**src/rtl/fifo_rd_pkg.sv**
```systemverilog
// Shared types and constants for the FIFO read-side stream engine.
package fifo_rd_pkg;

  typedef enum logic [1:0] {IDLE, RUN, DRAIN, DONE} rds_state_t;

  localparam int RDS_BUF_DEPTH = 2;

endpackage

```
**src/rtl/fifo_skid2.sv**
```systemverilog
// Two-entry FIFO-order buffer between the FIFO read port and the output stream.
module fifo_skid2
  import fifo_rd_pkg::*;
#(
  parameter int DT_WIDTH = 8
) (
  input  logic                clk,
  input  logic                rst,
  input  logic                push,
  input  logic                pop,
  input  logic [DT_WIDTH-1:0] din,
  output logic [DT_WIDTH-1:0] dout,
  output logic [1:0]          cnt
);

  logic [DT_WIDTH-1:0] mem_q [RDS_BUF_DEPTH];
  logic [DT_WIDTH-1:0] mem_d [RDS_BUF_DEPTH];
  logic                head_q, head_d;
  logic                tail_q, tail_d;
  logic [1:0]          cnt_q, cnt_d;

  always_comb begin
    mem_d  = mem_q;
    head_d = head_q;
    tail_d = tail_q;
    cnt_d  = cnt_q;
    if (push) begin
      mem_d[tail_q] = din;
      tail_d        = ~tail_q;
    end
    if (pop) begin
      head_d = ~head_q;
    end
    case ({push, pop})
      2'b10:   cnt_d = cnt_q + 2'd1;
      2'b01:   cnt_d = cnt_q - 2'd1;
      default: cnt_d = cnt_q;
    endcase
  end

  // Storage is cleared too so the stream data reads zero out of reset.
  always_ff @(posedge clk) begin
    if (rst) begin
      for (int i = 0; i < RDS_BUF_DEPTH; i++) mem_q[i] <= '0;
      head_q <= 1'b0;
      tail_q <= 1'b0;
      cnt_q  <= 2'd0;
    end else begin
      mem_q  <= mem_d;
      head_q <= head_d;
      tail_q <= tail_d;
      cnt_q  <= cnt_d;
    end
  end

  assign dout = mem_q[head_q];
  assign cnt  = cnt_q;

endmodule

```
**src/rtl/fifo_rd_stream.sv**
```systemverilog
// Read-side engine: pops the sync FIFO into a 2-entry buffer and presents a valid/ready stream.
//   state | meaning
//   IDLE  | no FIFO pops; buffered words (if any) still drain to the output
//   RUN   | pop whenever the FIFO has data and the buffer has room
//   DRAIN | keep popping until FIFO and buffer are both empty; run ignored
//   DONE  | one-cycle drain_done pulse, then back to IDLE
module fifo_rd_stream
  import fifo_rd_pkg::*;
#(
  parameter int DT_WIDTH  = 8,
  parameter int CNT_WIDTH = 16
) (
  input  logic                 clk,
  input  logic                 rst,
  input  logic                 run,
  input  logic                 f_empty,
  input  logic [DT_WIDTH-1:0]  rd_dt,
  output logic                 rd_en,
  output logic [DT_WIDTH-1:0]  out_dt,
  output logic                 out_vld,
  input  logic                 out_rdy,
  output logic                 drain_done,
  output logic                 busy,
  output logic [CNT_WIDTH-1:0] xfer_cnt
);

  rds_state_t           state_q, state_d;
  logic [CNT_WIDTH-1:0] xfer_cnt_q, xfer_cnt_d;
  logic [1:0]           buf_cnt;
  logic                 en;
  logic                 hs;

  fifo_skid2 #(.DT_WIDTH(DT_WIDTH)) u_skid (
    .clk  (clk),
    .rst  (rst),
    .push (rd_en),
    .pop  (hs),
    .din  (rd_dt),
    .dout (out_dt),
    .cnt  (buf_cnt)
  );

  // rd_en deliberately ignores out_rdy so the FIFO side never waits on the consumer combinationally.
  always_comb begin
    en      = (state_q == RUN) || (state_q == DRAIN);
    rd_en   = en && !f_empty && (buf_cnt < 2'(RDS_BUF_DEPTH));
    out_vld = (buf_cnt != 2'd0);
    hs      = out_vld && out_rdy;
  end

  always_comb begin
    state_d    = state_q;
    xfer_cnt_d = xfer_cnt_q + CNT_WIDTH'(hs);
    case (state_q)
      IDLE:    if (run) state_d = RUN;
      RUN:     if (!run) state_d = DRAIN;
      DRAIN:   if (f_empty && (buf_cnt == 2'd0)) state_d = DONE;
      DONE:    state_d = IDLE;
      default: state_d = IDLE;
    endcase
  end

  always_ff @(posedge clk) begin
    if (rst) begin
      state_q    <= IDLE;
      xfer_cnt_q <= '0;
    end else begin
      state_q    <= state_d;
      xfer_cnt_q <= xfer_cnt_d;
    end
  end

  assign drain_done = (state_q == DONE);
  assign busy       = (state_q != IDLE);
  assign xfer_cnt   = xfer_cnt_q;

endmodule

```
**config.mk**
```make
export PLATFORM = sky130hd
export DESIGN_NAME = fifo_rd_stream
export DESIGN_NICKNAME = d
export VERILOG_FILES = /design/src/rtl/fifo_rd_pkg.sv /design/src/rtl/fifo_skid2.sv /design/src/rtl/fifo_rd_stream.sv
export SDC_FILE = /design/constraint.sdc
export NUM_CORES = 1
export LEC_CHECK = 0
export BUFFER_PORTS_ARGS = -buffer_cell sky130_fd_sc_hd__clkbuf_2
export CORE_MARGIN = 1.5
export CORE_UTILIZATION = 47
export CTS_CLUSTER_DIAMETER = 50
export DETAILED_ROUTE_END_ITERATION = 12
export GPL_TIMING_DRIVEN = 0
export HOLD_SLACK_MARGIN = 0.08
export PLACE_DENSITY = 0.75
export SETUP_SLACK_MARGIN = 0.1
export SLEW_MARGIN = 20
export SYNTH_ARGS = -nofsm -noshare
export SYNTH_HDL_FRONTEND = slang
export SYNTH_HIERARCHICAL = 1
export SYNTH_SLANG_ARGS = --single-unit
export TNS_END_PERCENT = 20
```
**constraint.sdc**
```tcl
create_clock -name clk -period 2.21 [get_ports clk]
set_input_delay 0.442 -clock clk [delete_from_list [all_inputs] [get_ports clk]]
set_output_delay 0.442 -clock clk [all_outputs]
set_load 0.02 [all_outputs]
```
Word level (Yosys, flattened, before mapping). Index checks and enable logic that the tools add are counted.

Add/sub/neg operators: 3. Magnitude comparators: 4. Equal/unequal tests: 8. Muxes and demuxes: 11. Bitwise logic cells: 4. Reduce and logical (&&, ||, !) cells: 13.

Operator list (count): two-way mux 8 bit (4); adder 16 x 1 -> 16 bit (1); bitwise mux 16 bit (1); demux 8 bit (select 1 bit) (1); one-hot mux 2 bit (4 select lines) (1); == test 2 bit (second input constant) (3); two-way mux 2 bit (3); nonzero test 2 bit (3); logical AND 1 bit (5); == test 2 x 1 -> 1 bit (second input constant) (2); greater-or-equal comparator 2 bit (second input constant) (2); logical NOT 2 bit (2); inequality test 2 bit (second input constant) (2); NOT 1 -> 2 bit (2); one-hot mux 2 bit (2 select lines) (1); AND reduction 3 bit (1); adder 2 x 1 -> 2 bit (second input constant) (1); less-than comparator 2 x 1 -> 1 bit (second input constant) (1); less-than comparator 2 bit (second input constant) (1); inequality test 2 x 1 -> 1 bit (second input constant) (1); NOT 1 bit (2); subtractor 2 x 1 -> 2 bit (second input constant) (1); logical NOT 1 bit (1); logical OR 1 bit (1).

Flip-flop bits (word level): 38. Bits of input ports: 13. Output and inout bits: 28. Logic and storage cells: 50.

Depth between registers and ports, before layout.
Depth in word-level cells: 6. Gate-level depth with buffers: 9. Gate-level depth less buffers: 8.

Cells and area by module. The synthesis kept the hierarchy.

By module, submodules not included: fifo_rd_stream (times used 1, cells each 98, area each 928.4 µm², seq. area each 360.3 µm²); fifo_skid2 (times used 1, cells each 98, area each 824.5 µm², seq. area each 400.4 µm²).

Worst setup path after synthesis. No wires, ideal clock.

Kind: register -> register. Start: register state_q[0]. End: register u_skid.cnt_q[1], in the netlist u_skid/cnt[1]. Library setup time: 0.070 ns. Arrival time: 2.531 ns. Data required time: 2.140 ns. Slack: -0.391 ns. Stages on the path, launching flop included: 9. Buffers on the path: 1. Clock period less this slack: 2.601 ns. Path through: dfxtp_1 > inv_1 > ha_1 > nor3b_1 > buf_2 > inv_1 > ha_1 > or3_1 > a21oi_1.

Cells in the longest elaborated chain, start to end: 6. Elaborated cells on any way between the ends: 9. Classes of those cells: 4 x eq/ne; 1 x mux; 4 x reduce/logical.

RTL lines: from (decl) (line fifo_rd_stream.sv:27) `rds_state_t state_q, state_d;`; from (signal assigned) (line fifo_rd_stream.sv:68) `state_q <= state_d;`; == test 2 x 1 -> 1 bit / == test 2 bit (equally long branches) (line fifo_rd_stream.sv:45) `en = (state_q == RUN) || (state_q == DRAIN);`; logical OR 1 bit * (line fifo_rd_stream.sv:45); logical AND 1 bit * (2 in series) (line fifo_rd_stream.sv:46) `rd_en = en && !f_empty && (buf_cnt < 2'(RDS_BUF_DEPTH));`; named net rd_en (line fifo_rd_stream.sv:18) `output logic rd_en,`; == test 2 x 1 -> 1 bit / == test 2 bit (equally long branches) (line fifo_skid2.sv:34) `case ({push, pop})`; one-hot mux 2 bit (2 select lines) / nonzero test 2 bit (equally long branches); to (signal assigned) (line fifo_skid2.sv:52) `cnt_q <= cnt_d;`; to (decl) (line fifo_skid2.sv:20) `logic [1:0] cnt_q, cnt_d;`.

The timed path passes the listed nets; every way through them passes the cells marked *. A chain may end at the register's enable or synchronous reset.

Worst setup path after layout.
Start: register state_q[1]. End: register u_skid.cnt_q[1], in the netlist u_skid/cnt[1].

Cells in the longest elaborated chain, start to end: 6. Elaborated cells on any way between the ends: 9. Classes of those cells: 4 x eq/ne; 1 x mux; 4 x reduce/logical.

RTL lines (line): == test 2 x 1 -> 1 bit / == test 2 bit (equally long branches) (fifo_rd_stream.sv:45); logical OR 1 bit * (fifo_rd_stream.sv:45); logical AND 1 bit * (2 in series) (fifo_rd_stream.sv:46); == test 2 x 1 -> 1 bit / == test 2 bit (equally long branches) (fifo_skid2.sv:34); one-hot mux 2 bit (2 select lines) / nonzero test 2 bit (equally long branches).

Mark *: on every way between the ends. The rest lies on a longest branch, timed or not.

==> out/qor.csv <==
stage;metric;value;unit
status;status;finished, final reports clean;
clock_network;ctsHoldBuffers;0;
drt;routed_wl;3559;um
timing;fin_crit_sh;90.05;%
hold_path;hold_class;input port to flip-flop;
global_routing;gr-total-overflow;0;
clock_network;path_clk_slew;70;ps
layout;fillers;331;
placed_design;place_inst;283;
synthesis;ys.warnings.count;6;
layout;drive_gt1_share;31.17;%
layout;instances_no_fill;295;
drt;drt-initial-drc-count;122;
die;core_area;3633;sq um
setup_path;path_cells;inv_1 > ha_1 > nor3b_4 > buf_6 > inv_1 > ha_1 > or3_1 > a21oi_1;
clock_network;cts_tree;yes;
timing;rsz0062_at_grt;yes;
die;initial_core_util;48.24;%
power;leakagePower;0.9087;nW
synthesis;avgSynthCellArea;8.944;sq um
clock_network;root_buffer;clkbuf_8;
synthesis;synth-seq-area-share;43.40;%
drt;antenna_left;0;
drt;routedWlPerCell;12.06;um
synthesis;ys_ff_latch;38;
timing;tightest_slew;492.2;ps
clock_network;htree_levels;2;
drt;vias;1486;
clock_network;cts_sinks;38;
synthesis;synth_fp_nets;217;
setup_path;startpoint;state_q[1];
synthesis;postSynthCellCount;196;
placed_design;io_buffers;39;
job;maxCapViolations;0;
setup_path;r2r_start;state_q[1];
synthesis;synth.distinct_cells;28;
power;power;2.228;mW
setup_path;critPathBufInv;3;
timing;finalSetupViolCount;0;
global_routing;antenna_found_initial;0;
layout;multi_input_area;934.6;sq um
setup_path;crit_fanout;4;
setup_path;endpoint_kind;flip-flop;
drt;dr.pass1.iters;4;
timing;slew_headroom;67.19;%
global_routing;track_usage;18.88;%
timing;slew_viol_final;0;
drt;post_drt_via_cell_ratio;5.037;
setup_path;crit_family;adder cells;
global_routing;grt_pass1_wl;6016;um
layout;n_antenna_cell;0;
layout;regArea;764.5;sq um
timing;holdWs;352.5;ps
die;fp.dieW;64.07;um
timing;tns;0;ps
synthesis;synth_area;1753;sq um
die;die-area;4105;sq um
synthesis;synth-main-ff-cell;dfxtp_1;
setup_path;startpoint_type;flip-flop;
clock_network;numCtsBuffers;5;
placed_design;place_hpwl;2500;um
drt;drc;0;
global_routing;grt_pass1_vias;1420;
power;cellPowerDensity;1027;nW/um^2
die;fp.dieH;64.07;um
synthesis;async_flop_share;0;%
layout;area_growth;23.70;%
setup_path;cp_slowest_stage_delay;380;ps
clock_network;clockBufferDepth;2;
timing;period_minus_slack;1990;ps
timing;clock_skew;3.477;ps
setup_path;critPathArrivalTime;2210;ps
timing;fmax;0.5025;GHz
clock_network;worstSkewPairLatency;290;ps
setup_path;slowest_stage;or3_1;
synthesis;synth_edf_count;0;
setup_path;cp.required;2430;ps
global_routing;grt_max_degree;12;
hold_path;worstHoldStart;rst;
layout;finalNetCount;267;
power;peakVddDrop;0.0005189;V
placed_design;gp_congestion;0.7425;
layout;final_common_cell;clkbuf_2;
layout;final_cell_mix;39 x clkbuf_2, 35 x dfxtp_1, 29 x nand2_1;
die;boundaryPins;41;
setup_path;critPathKind;flip-flop to flip-flop;
timing;hold_viol_final;0;
die;rows;22;
cell type report:
type / count / share of cell area, %
Multi-Input combinational cell: 143 / 43.10
Clock inverter: 1 / 1.385
Buffer: 9 / 2.539
Inverter: 6 / 1.039
Clock buffer: 7 / 3.520
Timing Repair Buffer: 43 / 10.39
Sequential cell: 38 / 35.26
Tap cell: 48 / 2.770
metrics by stage:
step | utilization [%] | area (sq um) | setup slack, ps
floorplan | - | 1773 | 107.9
global placement | 55.82 | 2028 | 112.8
detailed placement | 55.82 | 2028 | 83.07
CTS | 58.95 | 2142 | 156.7
global route | 59.68 | 2168 | 89.87
finish | 59.68 | 2168 | 219.9
cells in the mapped netlist, drive strengths merged (3+ instances only):
master / count / area share [%]
dfxtp: 38 / 43
ha: 8 / 5.7
buf: 7 / 2.4
xor2: 3 / 1.5
xnor2: 11 / 5.5
nor2: 18 / 3.9
inv: 6 / 1.3
or3: 3 / 1.1
nor3: 5 / 1.4
nand3: 15 / 4.3
mux2: 9 / 6.0
o21ai: 3 / 0.86
a21oi: 20 / 5.7
nor2b: 5 / 1.8
nor4: 3 / 2.1
nand2: 30 / 6.4
worst reg2reg max path, cell delays in order (launching register included):
cell     delay, ps
dfxtp_2        350
inv_1           60
ha_1           290
nor3b_4        210
buf_6          130
inv_1           40
ha_1           320
or3_1          380
a21oi_1        140
power by group:
| group | switching [mW] | total (mW) | internal, mW |
|---|---|---|---|
| Combinational | 0.451 | 0.805 | 0.354 |
| Clock | 0.244 | 0.582 | 0.338 |
| Sequential | 0.0583 | 0.841 | 0.783 |
state kept, by name (all words and copies together) (netlist names):
name,count
xfer_cnt,16
state_q,2
u_skid/head_q,1
u_skid/cnt,2
u_skid/mem_q,16
u_skid/tail_q,1
layer usage:
layer	global-route usage, %	wire length, um
met4	9.783	80
met1	22.46	1656
met5	0	0
met3	4.225	105
met2	31.64	1716
cell families after synthesis:
family	count (synthesis)	synth area share, %
xor+xnor	14	6.995
simple gates	86	25.41
flops	38	43.40
compound gates	25	7.851
mux	10	6.567
buf+inv	15	4.069
fa+ha+maj	8	5.710
repair_timing:
action,4_1_cts,5_1_grt
buffers inserted,1,3
setup endpoints to repair,1,6
resized for setup,0,2
gates cloned,0,0
path summary, 6_finish.rpt:
kind	endpoint	slack, ps	cells past startpoint
max	u_skid/cnt[1]	220	8
min reg2reg	u_skid/mem_q[4]	450	2
min	xfer_cnt[2]	350	2
max reg2reg	u_skid/cnt[1]	220	8
(Power assumes the default switching activity.)
